`src/rtl/truth_table_sweeper.sv`:
```
// Purpose : exhaustive on-chip stimulus/checker for a 4-in/2-out combinational block.
// Latency : 16*HOLD cycles from the start edge to done; a..d are registered outputs.
// Backpressure: none; start is accepted only in IDLE/DONE and ignored while busy.
//
// Ports:
//   clk, rst            - single clock, synchronous active-high reset
//   start               - one-cycle sweep request
//   a, b, c, d          - registered drive to the block under check ({a,b,c,d} = vector)
//   y, z                - block outputs, sampled on the last hold cycle of each vector
//   busy, done, pass    - sweep status; pass is meaningful while done is high
//   err_cnt             - number of mismatching vectors (0..16)
//   first_err(_valid)   - index of the first mismatching vector and its capture flag
//
// HOLD must lie in 1..255. With HOLD=1 the sample happens in the same cycle the
// vector is presented, which relies on the downstream block being purely combinational.
module truth_table_sweeper #(
    parameter int unsigned  HOLD  = 2,
    parameter logic [15:0]  EXP_Y = 16'h8000,
    parameter logic [15:0]  EXP_Z = 16'hFFFE
) (
    input  logic       clk,
    input  logic       rst,
    input  logic       start,
    output logic       a,
    output logic       b,
    output logic       c,
    output logic       d,
    input  logic       y,
    input  logic       z,
    output logic       busy,
    output logic       done,
    output logic       pass,
    output logic [4:0] err_cnt,
    output logic [3:0] first_err,
    output logic       first_err_valid
);

    // Terminal value of the hold counter; the compare happens while hcnt sits here.
    localparam logic [7:0] HOLD_LAST = 8'(HOLD - 1);

    typedef enum logic [1:0] {
        ST_IDLE  = 2'd0,
        ST_DRIVE = 2'd1,
        ST_DONE  = 2'd2
    } state_t;

    state_t     state_q,   state_d;
    logic [3:0] vec_q,     vec_d;
    logic [7:0] hcnt_q,    hcnt_d;
    logic [3:0] abcd_q,    abcd_d;
    logic       busy_q,    busy_d;
    logic       done_q,    done_d;
    logic       pass_q,    pass_d;
    logic [4:0] err_cnt_q, err_cnt_d;
    logic [3:0] first_err_q, first_err_d;
    logic       first_err_valid_q, first_err_valid_d;

    logic       mismatch;
    logic       sample_now;

    // A vector fails if either output disagrees with its expected table bit.
    assign mismatch   = (y != EXP_Y[vec_q]) || (z != EXP_Z[vec_q]);
    assign sample_now = (hcnt_q == HOLD_LAST);

    always_comb begin
        state_d           = state_q;
        vec_d             = vec_q;
        hcnt_d            = hcnt_q;
        abcd_d            = abcd_q;
        busy_d            = busy_q;
        done_d            = done_q;
        pass_d            = pass_q;
        err_cnt_d         = err_cnt_q;
        first_err_d       = first_err_q;
        first_err_valid_d = first_err_valid_q;

        case (state_q)
            ST_IDLE, ST_DONE: begin
                // Launching a sweep wipes every result of the previous one.
                if (start) begin
                    state_d           = ST_DRIVE;
                    vec_d             = 4'd0;
                    hcnt_d            = 8'd0;
                    abcd_d            = 4'd0;
                    busy_d            = 1'b1;
                    done_d            = 1'b0;
                    pass_d            = 1'b0;
                    err_cnt_d         = 5'd0;
                    first_err_d       = 4'd0;
                    first_err_valid_d = 1'b0;
                end
            end

            ST_DRIVE: begin
                if (sample_now) begin
                    if (mismatch) begin
                        // 5-bit counter holds the worst case of 16 without wrapping.
                        err_cnt_d = err_cnt_q + 5'd1;
                        if (!first_err_valid_q) begin
                            first_err_d       = vec_q;
                            first_err_valid_d = 1'b1;
                        end
                    end

                    if (vec_q != 4'hF) begin
                        vec_d  = vec_q + 4'd1;
                        hcnt_d = 8'd0;
                        abcd_d = vec_q + 4'd1;
                    end else begin
                        // Vector 15's verdict is folded in on this same edge, so
                        // err_cnt and pass are already final when done rises.
                        state_d = ST_DONE;
                        busy_d  = 1'b0;
                        done_d  = 1'b1;
                        abcd_d  = 4'hF;
                        pass_d  = (err_cnt_d == 5'd0);
                    end
                end else begin
                    hcnt_d = hcnt_q + 8'd1;
                end
            end

            default: begin
                state_d = ST_IDLE;
            end
        endcase
    end

    always_ff @(posedge clk) begin
        if (rst) begin
            state_q           <= ST_IDLE;
            vec_q             <= 4'd0;
            hcnt_q            <= 8'd0;
            abcd_q            <= 4'd0;
            busy_q            <= 1'b0;
            done_q            <= 1'b0;
            pass_q            <= 1'b0;
            err_cnt_q         <= 5'd0;
            first_err_q       <= 4'd0;
            first_err_valid_q <= 1'b0;
        end else begin
            state_q           <= state_d;
            vec_q             <= vec_d;
            hcnt_q            <= hcnt_d;
            abcd_q            <= abcd_d;
            busy_q            <= busy_d;
            done_q            <= done_d;
            pass_q            <= pass_d;
            err_cnt_q         <= err_cnt_d;
            first_err_q       <= first_err_d;
            first_err_valid_q <= first_err_valid_d;
        end
    end

    assign a               = abcd_q[3];
    assign b               = abcd_q[2];
    assign c               = abcd_q[1];
    assign d               = abcd_q[0];
    assign busy            = busy_q;
    assign done            = done_q;
    assign pass            = pass_q;
    assign err_cnt         = err_cnt_q;
    assign first_err       = first_err_q;
    assign first_err_valid = first_err_valid_q;

endmodule

```
`config.mk`:
```
export PLATFORM = sky130hd
export DESIGN_NAME = truth_table_sweeper
export DESIGN_NICKNAME = d
export VERILOG_FILES = /design/src/rtl/truth_table_sweeper.sv
export SDC_FILE = /design/constraint.sdc
export NUM_CORES = 1
export LEC_CHECK = 0
export CORE_AREA = 2 2 58 60
export DETAILED_ROUTE_END_ITERATION = 6
export DIE_AREA = 0 0 60 62
export PLACE_DENSITY = 0.79
export SYNTH_ARGS = -nofsm -noshare
export SYNTH_HDL_FRONTEND = slang
export SYNTH_SLANG_ARGS = --single-unit
```
`constraint.sdc`:
```
create_clock -name clk -period 2.85 [get_ports clk]
set_input_delay 0.57 -clock clk [delete_from_list [all_inputs] [get_ports clk]]
set_output_delay 0.57 -clock clk [all_outputs]
set_load 0.02 [all_outputs]
```
==> metrics.md <==
| Metric | Value |
|---|---|
| Status | finished clean |
| Final period utilization | 0.866 |
| Leakage power | 0.714 nW |
| Worst Setup End Kind | flip-flop |
| Core area | 3180 µm² |
| DRC viols | 0 |
| CP startpoint kind | flip-flop |
| Fraction of the mapped netlist area in simple logic gates | 0.265 |
| # rows | 21 |
| CTS max path bufs | 2 |
| Worst-Skew Late Latency | 0.35 ns |
| Worst hold path type | reg2reg |
| # Max-Cap Violations | 0 |
| Worst R2R Start | hcnt_q[0] |
| Worst EP required | 3.09 ns |
| Starting Density | 0.492 |
| Worst Skew | 0.0206 ns |
| Most common cell after layout, fill and taps aside | dfxtp_1 |
| Multiplexer share of the synthesized area | 0.0200 |
| Yosys warns | 0 |
| Initial antenna violation count | 0 |
| # resized after CTS | 0 |
| Die height | 62 µm |
| Arr. time, crit path | 2.71 ns |
| Antenna-violating nets left | 0 |
| DR vias | 1393 |
| H-tree depth | 2 |
| Non-filler cells, final | 249 |
| Most frequent cells in the layout | dfxtp_1 (33), nor2_1 (29), clkdlybuf4s50_1 (21), a21oi_1 (13) |
| Avg Cell Area, Syn | 8.79 µm² |
| Top achievable clock speed | 0.405 GHz |
| Pwr/cell area | 445 nW/µm² |
| Post-synth ARST share | 0 |
| Io pins | 22 |
| Inserted Clock Buffers | 5 |
| Reg2reg path depth | 6 |
| Post-DP HPWL | 2470 µm |
| DR pass1 iterations | 4 |
| Peak supply drop | 0.302 mV |
| Placed cells | 241 |
| Wire length of the first global-routing pass | 5530 µm |
| Post-synthesis cell type count | 41 |
| Antenna Cells | 0 |
| Area delta synth->final | 20.1% |
| Die Width | 60 µm |
| Vias/cell | 5.59 |
| Main combinational cell family by area after synthesis | simple AND/OR/NAND/NOR gates |
| Clock Pin Slew Worst Setup and Hold Paths | 0.12 ns |
| Mapped Area | 1570 µm² |
| # setup viols final | 0 |
| CTS tree | yes |
| Largest net degree at the start of global routing | 26 |
| Final hold vios | 0 |
| Hold buffer count at CTS | 0 |
| Post-Route WL | 3430 µm |
| Slew @ Worst Pin | 0.526 ns |
| Gr ovfl total | 0 |
| Root buffer cell | clkbuf_4 |
| Post-synthesis cell count | 178 |
| Synthesized flop and latch total | 33 |
| RSZ-0062 raised after global routing | false |
| Syn_nets | 187 |
| Compound-Gate Fraction of Synth Area | 0.176 |
| Critical path type | reg2reg |
| Post-CTS Repair Setup Buffers | 0 |
| Post-synthesis sequential area ratio | 0.422 |
| Max_slew headroom | 0.649 |
| Synth Flop Type | dfxtp_1 |
| Adder-Cell Fraction of Synth Area | 0.0320 |
| Fin Setup TNS | 0 ns |
| Initial detailed-routing violation count | 91 |
| GRT Resource Usage Total | 0.200 |
| Max FO, Critical Path | 7 |
| Clock sink count | 33 |
| Vias in the first global route | 1308 |
| Placer Congestion | 0.821 |
| Crit path time final | 2.47 ns |
| Die area | 3720 µm² |
| Ratio of cells with drive above 1 in the final layout | 0.0887 |
| Total power | 0.000838 W |
| Worst Setup SP | hcnt_q[0] |
| Per-cell routed wire length | 13.8 µm |
| R2r setup slk | 0.38 ns |
| Worst hold slack | 0.485 ns |
| Total Nets Final | 211 |
| Slew Limit Fails | 0 |
| Xor/xnor share of the synthesized area | 0.0616 |
| Number of enable flip-flop cells after synthesis | 0 |
| Input/output buffers | 21 |
synth_stat cells, types with 2 or more instances:
master	instances	share of area
xor2_1	7	0.039
a31oi_1	2	0.0080
o21ai_0	6	0.019
a21oi_1	13	0.042
nor3_1	7	0.022
o21a_1	2	0.0096
dfxtp_1	33	0.42
nor4b_1	2	0.011
inv_1	4	0.0096
xnor2_1	4	0.022
a22oi_1	5	0.024
a211oi_1	3	0.014
ha_1	4	0.032
nand2b_1	2	0.0080
and3_1	7	0.028
nand3_1	6	0.019
nand2_1	7	0.017
mux2i_1	2	0.013
nor2_1	29	0.070
o2111ai_1	3	0.017
clkbuf_1	6	0.014
nor2b_1	3	0.012
nor3b_1	3	0.014
routing by layer:
layer  global-route usage  vias to the layer above  wire (µm)
met3               0.0600                        7        106
met2                0.335                       28       1690
met1                0.231                      665       1570
met4                0.105                        0         51
met5                    0                        -          0
li1                     -                      693          -
how the worst min path moves through the flow:
stage,from,end,slack [ns],cells after the start
global placement,pass,pass,0.46,2
floorplan,state_q[1],state_q[1],0.44,2
detailed placement,pass,pass,0.48,2
CTS,pass,pass,0.49,2
finish,pass,pass,0.49,2
global route,pass,pass,0.51,2
registers in the layout (all words and copies together), names as in the netlist, named ones only:
name / flops
pass: 1
hcnt_q: 8
busy: 1
state_q: 2
first_err: 4
err_cnt: 5
vec_q: 4
done: 1
abcd_q: 4
first_err_valid: 1
stage by stage:
step           utilization  instance area [µm²]  setup slack, ns
4_1_cts              0.591                 1880            0.387
6_report             0.591                 1880            0.381
5_1_grt              0.591                 1880            0.244
3_3_place_gp         0.574                 1830            0.330
3_5_place_dp         0.574                 1830            0.320
2_1_floorplan            -                 1570            0.573
kinds of logic after synthesis:
logic type               Yosys count
AND/OR/NAND/NOR                   75
AO/OA/AOI/OAI                     42
flip-flops                        33
XOR/XNOR                          11
buffers and inverters             10
adder cells (fa/ha/maj)            4
multiplexers                       3
power breakdown:
group / leakage (nW) / internal, W / total (W) / switching [W]
Clock: 0.0310 / 0.0000929 / 0.000255 / 0.000162
Combinational: 0.416 / 0.0000402 / 0.000103 / 0.0000624
Sequential: 0.267 / 0.000471 / 0.000480 / 0.00000887
Total: 0.714 / 0.000604 / 0.000838 / 0.000233
area by class of cell:
class	instances	area [µm²]
clock buffers	5	37.5
clock inverters	3	17.5
fillers	281	1300
inverters	4	15.0
multi-input cells	135	867
flip-flops and latches	33	661
well taps	46	57.6
repair buffers	23	225
worst max-delay path, stage by stage, from the launching register on:
cell,delay [ns]
dfxtp_1,0.46
ha_1,0.19
nor4b_4,0.37
nand4_2,0.24
and3_1,0.24
or3_4,0.39
or4_4,0.50
Note: power is estimated with default switching activity, not from simulation.
